<file path="src/rtl/round_robin_arbiter.sv">
`default_nettype none
// ============================================================================
// Module      : round_robin_arbiter
// Description : Round-robin arbiter with one-hot rotating priority pointer and
//               a per-grant hold-time limit; drives shared-datapath selects.
// Revision    : 1.0 - initial release
// ============================================================================
module round_robin_arbiter #(
    parameter int NUM_REQ  = 4,
    parameter int HOLD_MAX = 8
) (
    input  logic               clk,
    input  logic               reset,
    input  logic [NUM_REQ-1:0] req,
    input  logic               done,
    output logic [NUM_REQ-1:0] grant,
    output logic [NUM_REQ-1:0] ptr,
    output logic               busy,
    output logic               timeout
);

    localparam int c_CW = $clog2(HOLD_MAX + 1);
    localparam int c_IW = (NUM_REQ > 1) ? $clog2(NUM_REQ) : 1;
    localparam logic [c_CW-1:0] c_HOLD_MAX = c_CW'(HOLD_MAX);

    localparam logic [0:0] S_IDLE  = 1'b0;
    localparam logic [0:0] S_GRANT = 1'b1;

    logic [0:0]         r_state;
    logic [0:0]         w_state_nxt;
    logic [NUM_REQ-1:0] r_grant;
    logic [NUM_REQ-1:0] w_grant_nxt;
    logic [NUM_REQ-1:0] r_ptr;
    logic [NUM_REQ-1:0] w_ptr_nxt;
    logic [c_CW-1:0]    r_hold;
    logic [c_CW-1:0]    w_hold_nxt;
    logic               r_timeout;
    logic               w_timeout_nxt;

    logic [c_IW-1:0]    w_ptr_idx;
    logic [NUM_REQ-1:0] w_rot;
    logic [NUM_REQ-1:0] w_first;
    logic [NUM_REQ-1:0] w_sel;
    logic               w_owner_drop;
    logic               w_expire;
    logic               w_release;

    always_comb begin
        w_ptr_idx = '0;
        for (int i = 0; i < NUM_REQ; i++) begin
            if (r_ptr[i]) begin
                w_ptr_idx = c_IW'(i);
            end
        end
    end

    // Rotate requests so the pointer position lands on bit 0, isolate the
    // lowest set bit, then rotate the winner back into place.
    always_comb begin
        w_rot   = NUM_REQ'({req, req} >> w_ptr_idx);
        w_first = w_rot & (~w_rot + NUM_REQ'(1));
        w_sel   = NUM_REQ'(({w_first, w_first} << w_ptr_idx) >> NUM_REQ);
    end

    assign w_owner_drop = ~|(req & r_grant);
    assign w_expire     = (r_hold == c_HOLD_MAX);
    assign w_release    = done | w_owner_drop | w_expire;

    // State register
    always_ff @(posedge clk or posedge reset) begin
        if (reset) begin
            r_state   <= S_IDLE;
            r_grant   <= '0;
            r_ptr     <= NUM_REQ'(1);
            r_hold    <= '0;
            r_timeout <= 1'b0;
        end else begin
            r_state   <= w_state_nxt;
            r_grant   <= w_grant_nxt;
            r_ptr     <= w_ptr_nxt;
            r_hold    <= w_hold_nxt;
            r_timeout <= w_timeout_nxt;
        end
    end

    // Next-state logic
    always_comb begin
        w_state_nxt   = r_state;
        w_grant_nxt   = r_grant;
        w_ptr_nxt     = r_ptr;
        w_hold_nxt    = r_hold;
        w_timeout_nxt = 1'b0;
        case (r_state)
            S_IDLE: begin
                if (|req) begin
                    w_state_nxt = S_GRANT;
                    w_grant_nxt = w_sel;
                    w_hold_nxt  = c_CW'(1);
                end
            end
            S_GRANT: begin
                if (w_release) begin
                    w_state_nxt   = S_IDLE;
                    w_grant_nxt   = '0;
                    w_hold_nxt    = '0;
                    w_ptr_nxt     = {r_grant[NUM_REQ-2:0], r_grant[NUM_REQ-1]};
                    w_timeout_nxt = w_expire & ~done & ~w_owner_drop;
                end else begin
                    w_hold_nxt = r_hold + c_CW'(1);
                end
            end
            default: begin
                w_state_nxt = S_IDLE;
                w_grant_nxt = '0;
                w_hold_nxt  = '0;
            end
        endcase
    end

    // Output logic
    always_comb begin
        grant   = r_grant;
        ptr     = r_ptr;
        busy    = |r_grant;
        timeout = r_timeout;
    end

endmodule
`default_nettype wire

</file>
<file path="config.mk">
export PLATFORM = sky130hd
export DESIGN_NAME = round_robin_arbiter
export DESIGN_NICKNAME = d
export VERILOG_FILES = /design/src/rtl/round_robin_arbiter.sv
export SDC_FILE = /design/constraint.sdc
export NUM_CORES = 1
export LEC_CHECK = 0
export CORE_MARGIN = 5
export CORE_UTILIZATION = 51
export DETAILED_ROUTE_END_ITERATION = 6
export PLACE_DENSITY = 0.81
export SLEW_MARGIN = 0
export SYNTH_ARGS = -nofsm -noshare
export SYNTH_HDL_FRONTEND = slang
export SYNTH_SLANG_ARGS = --single-unit
export TNS_END_PERCENT = 100
</file>
<file path="constraint.sdc">
create_clock -name clk -period 2.9 [get_ports clk]
set_clock_uncertainty 0.2 [all_clocks]
set_input_delay 0.58 -clock clk [delete_from_list [all_inputs] [get_ports clk]]
set_output_delay 0.58 -clock clk [all_outputs]
set_load 0.03 [all_outputs]
</file>
Word-level counts from Yosys, hierarchy flattened
Cells that the tools add are included.
- shift-type cells: 2
- bitwise logic cells: 9
- mux-type cells: 14
- $add $sub $neg: 2
- reductions and logical operators: 6
- eq/ne operators: 3
- operators by type and width (kind ; number):
    $mux W4 ; 4
    $pmux W4 S2 ; 2
    $reduce_or A4 Y1 ; 3
    $add A4 B1 Y4 const B ; 2
    $and A4 B4 Y4 ; 2
    $shl A8 B2 Y8 ; 1
    $shr A8 B2 Y4 ; 1
    $mux W1 ; 5
    $eq A4 B4 Y1 const B ; 1
    $mux W2 ; 2
    $not A4 Y4 ; 1
    $reduce_and A2 Y1 ; 2
    $and A1 B1 Y1 ; 2
    $ne A2 B1 Y1 const B ; 1
    $ne A2 B2 Y1 const B ; 1
    $not A1 Y1 ; 2
    $or A1 B1 Y1 ; 2
    $pmux W1 S2 ; 1
    $logic_not A1 Y1 ; 1
- register bits: 14
- bits of input ports: 7
- output and inout bits: 10
- logic and storage cells: 41

Logic depth before layout (Yosys ltp)
Gate-level depths: netlist (run 1).
- depth in word-level cells: 10
- mapped depth: 6
- mapped depth without buffers: 6

Worst setup path after synthesis (run 1)
No wires, ideal clock.
- path kind: reg2out
- start point: register r_grant[2] (netlist: grant[2])
- end point: output port busy
- path buffers: 0
- slack: 0.903 ns
- data arrival time: 1.217 ns
- cell stages (with the launch flop): 2
- required time: 2.120 ns
- cells stage by stage: dfrtp_1 or4_1
- longest elaborated chain between the ends: 1
- RTL lines (item ; RTL line ; RTL):
    start, declared ; 31 ; logic [NUM_REQ-1:0] r_grant;
    start signal, assigned ; 79 ; r_grant <= w_grant_nxt;
    $reduce_or A4 Y1 ; 124 ; busy = |r_grant;
    end, declared ; 18 ; output logic busy,
No other way between the ends.

Worst setup path after layout (run 1)
Ends and elaborated chain as after synthesis.

==> impl_metrics.tcl, run 1 <==
set metrics [dict create \
    outcome "complete, no violations" \
    track_usage 0.169 \
    firstDrtPassIters 4 \
    synth-compound-area-share 0.273 \
    drive_gt1_frac 0.151 \
    final_cell_mix "clkdlybuf4s50_1, dfrtp_1, inv_1" \
    multi_input_area_um2 377 \
    nets 103 \
    syn_area_per_cell_um2 10.3 \
    async_reset_ff_frac 1.00 \
    crit_required_ps 2120 \
    synth.mux.area_fraction 0.0591 \
    drv_cap 0 \
    place_hpwl_um 1320 \
    crit_path_end_kind "primary output" \
    min_from "r_hold[3]" \
    rows 14 \
    criticalPathCategory "reg -> out" \
    period_minus_slack_ps 2650 \
    viasPerCell 6.21 \
    synthFlopType "dfrtp_1" \
    drtIter0Drc 23 \
    syn_nets 83 \
    drv_slew 0 \
    holdPathEnd "r_hold[3]" \
    startpoint_type "flop" \
    route.detailed.drc 0 \
    gp_congestion 0.895 \
    whs_ps 296 \
    antenna_cells 0 \
    synth_edf_count 0 \
    clock_latency_ps 280 \
    dieArea_um2 2370 \
    path_clk_slew_ps 90 \
    slew_headroom 0.652 \
    ys_warn_count 0 \
    ys_ff_latch 14 \
    drtAntennaViolNets 0 \
    cts.path.max_buffers 2 \
    start_util 0.524 \
    ctsResizeCount 0 \
    rsz0062_at_grt "false" \
    worstPathArrival_ps 1870 \
    holdPathStages 1 \
    ctsHoldBuffers 0 \
    r2r_start "r_hold[0]" \
    cellLeakagePower_nw 0.431 \
    seq_area_frac_synth 0.461 \
    power.density_nw_per_um2 1000 \
    areaGrowthSynthToFinish_pct 27.9 \
    grt_overflow 0 \
    yosys.area_share.simple 0.130 \
    grt_start_max_net_pins 15 \
    synthAdderAreaFrac 0.0328 \
    io_pins 17 \
    via_count 677 \
    fp.dieH_um 48.7 \
    total_power_uw 975 \
    cp_slowest_stage_delay_ps 610 \
    tightest_slew_ps 521 \
    final_hold_viol_count 0 \
    setup-tns-final_ps 0 \
    cts_htree_levels 1 \
    fmax_mhz 377 \
    regArea_um2 352 \
    irDropWorstVdd_v 0.000654 \
    wl_per_cell_um 16.5 \
    totalWireLength_um 1800 \
    core-area_um2 1450 \
    antenna_found_initial 0 \
    cp_max_fo 5 \
    r2r_cells 5 \
    layout.cells.most_common "clkdlybuf4s50_1" \
    fin_crit_sh 0.914 \
    cts_tree "done" \
    slowest_stage "clkdlybuf4s50_1" \
    cts_setup_buffers 0 \
    grt_pass1_wl_um 3220 \
    synthXorXnorAreaFrac 0 \
    synthCells 74 \
    clock_sinks 14 \
    r2r_end "ptr[1]" \
    path_cells "or4_1 > clkdlybuf4s50_1" \
    cts_root_buffer "clkbuf_4" \
    setup_viol 0 \
    die_x_um 48.7 \
    synth_cell_types 35 \
    grt_pass1_vias 707 \
    hold_path.class "reg -> reg" \
    fillers 124 \
    cts_buffers 3 \
    reg2reg_slack_ps 1120 \
    mappedNetlistArea_um2 762 \
    port_buffers 16 \
    synth_top_family_by_area "compound AO/OA/AOI/OAI gates" \
]
## flip-flops by register name (all words and copies together) (netlist names)
name,flops
grant,4
ptr,4
r_hold,4
r_state,1
timeout,1
## where the power goes
part | internal (mW) | total (mW) | switching (mW)
Clock | 0.0765 | 0.147 | 0.0703
Sequential | 0.258 | 0.337 | 0.0786
Combinational | 0.215 | 0.491 | 0.276
Total | 0.550 | 0.975 | 0.425
## layout make-up
class                      instances  area share
clock buffer                       4      0.0372
sequential                        14       0.361
inverter                           8      0.0308
tap                               16      0.0205
timing repair buffer              16       0.164
multi-input combinational         51       0.386
## metal layers
layer / part of all wire / wire (µm) / track usage / up-vias
met5: 0 / 0 / 0 / -
met4: 0.0067 / 12 / 0.0448 / 0
met3: 0.056 / 101 / 0.0429 / 2
met2: 0.50 / 899 / 0.283 / 30
met1: 0.44 / 789 / 0.215 / 326
li1: - / - / - / 319
## cell usage after synthesis (all sizes together) (2+ instances only)
| cell | n | area, µm² |
|---|---|---|
| a21oi | 4 | 35.0 |
| mux2 | 4 | 45.0 |
| dfrtp | 13 | 325 |
| o2bb2ai | 2 | 17.5 |
| a22oi | 2 | 15.0 |
| a31oi | 2 | 12.5 |
| a32o | 3 | 30.0 |
| inv | 8 | 30.0 |
| nand2 | 5 | 18.8 |
| nor2 | 3 | 11.3 |
| o21ai | 4 | 23.8 |
| ha | 2 | 25.0 |
| nand3 | 3 | 15.0 |
| nand2b | 2 | 12.5 |
## cells by family (layout without fill, tap and decap cells)
logic type               Yosys count  in the layout
multiplexers                       4              4
AO/OA/AOI/OAI                     26             26
adder cells (fa/ha/maj)            2              2
flip-flops                        14             14
buffers and inverters              9             28
AND/OR/NAND/NOR                   19             19
## worst max-delay path by stage
stage                     slack [ps]     start     end  cells past startpoint
after global placement           510    req[1]  ptr[1]                      5
final                            250  grant[2]    busy                      2
after global routing             190  grant[2]    busy                      2
after detailed placement         460    req[1]  ptr[1]                      5
after floorplan                  900  grant[2]    busy                      1
after CTS                        240  grant[2]    busy                      2
## critical path, delay by kind of cell, from the launching register on
family	cells	cell delay (ps)
AND/OR/NAND/NOR	1	540
buffers and inverters	1	610
flip-flops	1	430
## stage by stage
step | setup slack [ps] | cell area, µm² | util | cells
after floorplan | 903 | 762 | - | 74
after global placement | 511 | 938 | 0.645 | 105
after detailed placement | 462 | 938 | 0.645 | 105
after CTS | 244 | 975 | 0.670 | 109
after global routing | 191 | 975 | 0.670 | 109
final | 249 | 975 | 0.670 | 109
Note: power is estimated with default switching activity, not from simulation.
==> inputs of run 2 (changes only) <==
--- a/config.mk
+++ b/config.mk
@@ -6,9 +6,9 @@
 export NUM_CORES = 1
 export LEC_CHECK = 0
 export CORE_MARGIN = 5
-export CORE_UTILIZATION = 51
+export CORE_UTILIZATION = 45
 export DETAILED_ROUTE_END_ITERATION = 6
-export PLACE_DENSITY = 0.81
+export PLACE_DENSITY = 0.73
 export SLEW_MARGIN = 0
 export SYNTH_ARGS = -nofsm -noshare
 export SYNTH_HDL_FRONTEND = slang
==> run 2 against run 1 <==
Against the previous run: combinational power about the same; cell count unchanged; flip-flop and latch count unchanged; via count up 0.59%; fmax up 0.81%; power down 0.40%; critical path depth unchanged; critical path type unchanged; register-to-register slack about the same; critical endpoint unchanged; highest routed layer unchanged.
==> impl_metrics.tcl, run 2 (synthesized netlist as in run 1, its figures left out) <==
set metrics [dict create \
    rows 14 \
    cpLargestDelayFamily "buffers and inverters" \
    firstDrtPassIters 4 \
    final_hold_viol_count 0 \
    irDropWorstVdd_v 0.000725 \
    path_clk_slew_ps 90 \
    cts_tree "done" \
    clock_sinks 14 \
    cts_root_buffer "clkbuf_4" \
    die_x_um 51.2 \
    totalWireLength_um 1790 \
    fin_cells 109 \
    ctsResizeCount 0 \
    fp.dieH_um 51.2 \
    drv_slew 0 \
    cp.buffers_inverters 1 \
    placed_area_um2 938 \
    start_util 0.489 \
    setup_viol 0 \
    dieArea_um2 2620 \
    via_count 681 \
    criticalPathCategory "reg -> out" \
    drv_cap 0 \
    port_buffers 16 \
    crit_required_ps 2120 \
    drive_gt1_frac 0.151 \
    cts_htree_levels 1 \
    viasPerCell 6.25 \
    nets 103 \
    p_comb_frac 0.505 \
    ctsHoldBuffers 0 \
    areaGrowthSynthToFinish_pct 27.9 \
    tightest_slew_ps 543 \
    io_pins 17 \
    cp_max_fo 5 \
    rsz0062_at_grt "false" \
    grt_pass1_vias 693 \
    slew_headroom 0.638 \
    outcome "complete, no violations" \
    internal_power_uw 548 \
    grt_overflow 0 \
    p_clk_frac 0.146 \
    period_minus_slack_ps 2630 \
    cts_buffers 3 \
    antenna_cells 0 \
    cellLeakagePower_nw 0.431 \
    route.detailed.drc 0 \
    gp_congestion 0.870 \
    fmax_mhz 380 \
    p_sw_frac 0.435 \
    layout.cells.most_common "clkdlybuf4s50_1" \
    cts_setup_buffers 0 \
    drtIter0Drc 19 \
    grt_start_max_net_pins 15 \
    crit_path_end_kind "primary output" \
    fillers 132 \
    fin_crit_sh 0.907 \
    final_cell_mix "clkdlybuf4s50_1, dfrtp_1, inv_1" \
    power.density_nw_per_um2 996 \
    power_switching_uw 422 \
    drtAntennaViolNets 0 \
    clock_latency_ps 270 \
    track_usage 0.155 \
    startpoint_type "flop" \
    fin_ws_ps 270 \
    design_area_um2 975 \
    dp_slack_ps 472 \
    path_cells "or4_1 > clkdlybuf4s50_1" \
    post-place-cells 105 \
    setup-tns-final_ps 0 \
    slowest_stage "clkdlybuf4s50_1" \
    p_seq_frac 0.349 \
    place_hpwl_um 1340 \
    wl_per_cell_um 16.4 \
    hold_path.class "reg -> reg" \
    antenna_found_initial 0 \
    cts.path.max_buffers 2 \
    grt_pass1_wl_um 3070 \
    worstPathArrival_ps 1850 \
    cp_slowest_stage_delay_ps 610 \
    core-area_um2 1560 \
]
run 2: power by group through the flow:
stage / registers [mW] / clock network (mW) / logic [mW]
floorplan: 0.395 / 0 / 0.256
global placement: 0.341 / 0 / 0.482
detailed placement: 0.339 / 0 / 0.488
CTS: 0.337 / 0.143 / 0.492
global route: 0.351 / 0.158 / 0.525
finish: 0.339 / 0.141 / 0.491
run 2: metrics by stage:
step | utilization | power [mW] | hold slack, ps
after floorplan | - | 0.650 | 246
after global placement | 0.602 | 0.823 | 277
after detailed placement | 0.602 | 0.827 | 275
after CTS | 0.625 | 0.973 | 289
after global routing | 0.625 | 1.03 | 325
final | 0.625 | 0.971 | 281
run 2: final timing paths:
kind	start	slack, ps	endpoint	cells past startpoint
setup / recovery	grant[2]	270	busy	2
min in group asynchronous	reset	440	grant[3]	2
max in group asynchronous	reset	1690	ptr[0]	2
setup reg to reg	r_hold[0]	1120	ptr[3]	5
hold / removal	r_hold[3]	280	r_hold[3]	1
hold reg to reg	r_hold[3]	280	r_hold[3]	1
run 2: area by class of cell:
type	instances	area, µm²	area share
clock buffers	4	36.3	0.0372
inverters	8	30.0	0.0308
multi-input cells	51	377	0.386
flip-flops and latches	14	352	0.361
well taps	16	20.0	0.0205
repair buffers	16	160	0.164
run 2: routing by layer:
metal | vias to the layer above | GRT usage | share of wire
met5 | - | 0 | 0
met4 | 0 | 0.0448 | 0.0073
met3 | 2 | 0.0378 | 0.066
met2 | 35 | 0.268 | 0.48
met1 | 330 | 0.191 | 0.45
li1 | 314 | - | -
run 2: worst reg2reg max path, cell delays in order (launching register included):
cell and delay [ps]:
dfrtp_1 430, inv_1 70, ha_1 150, nand3b_1 200, a21oi_4 250, mux2_2 370
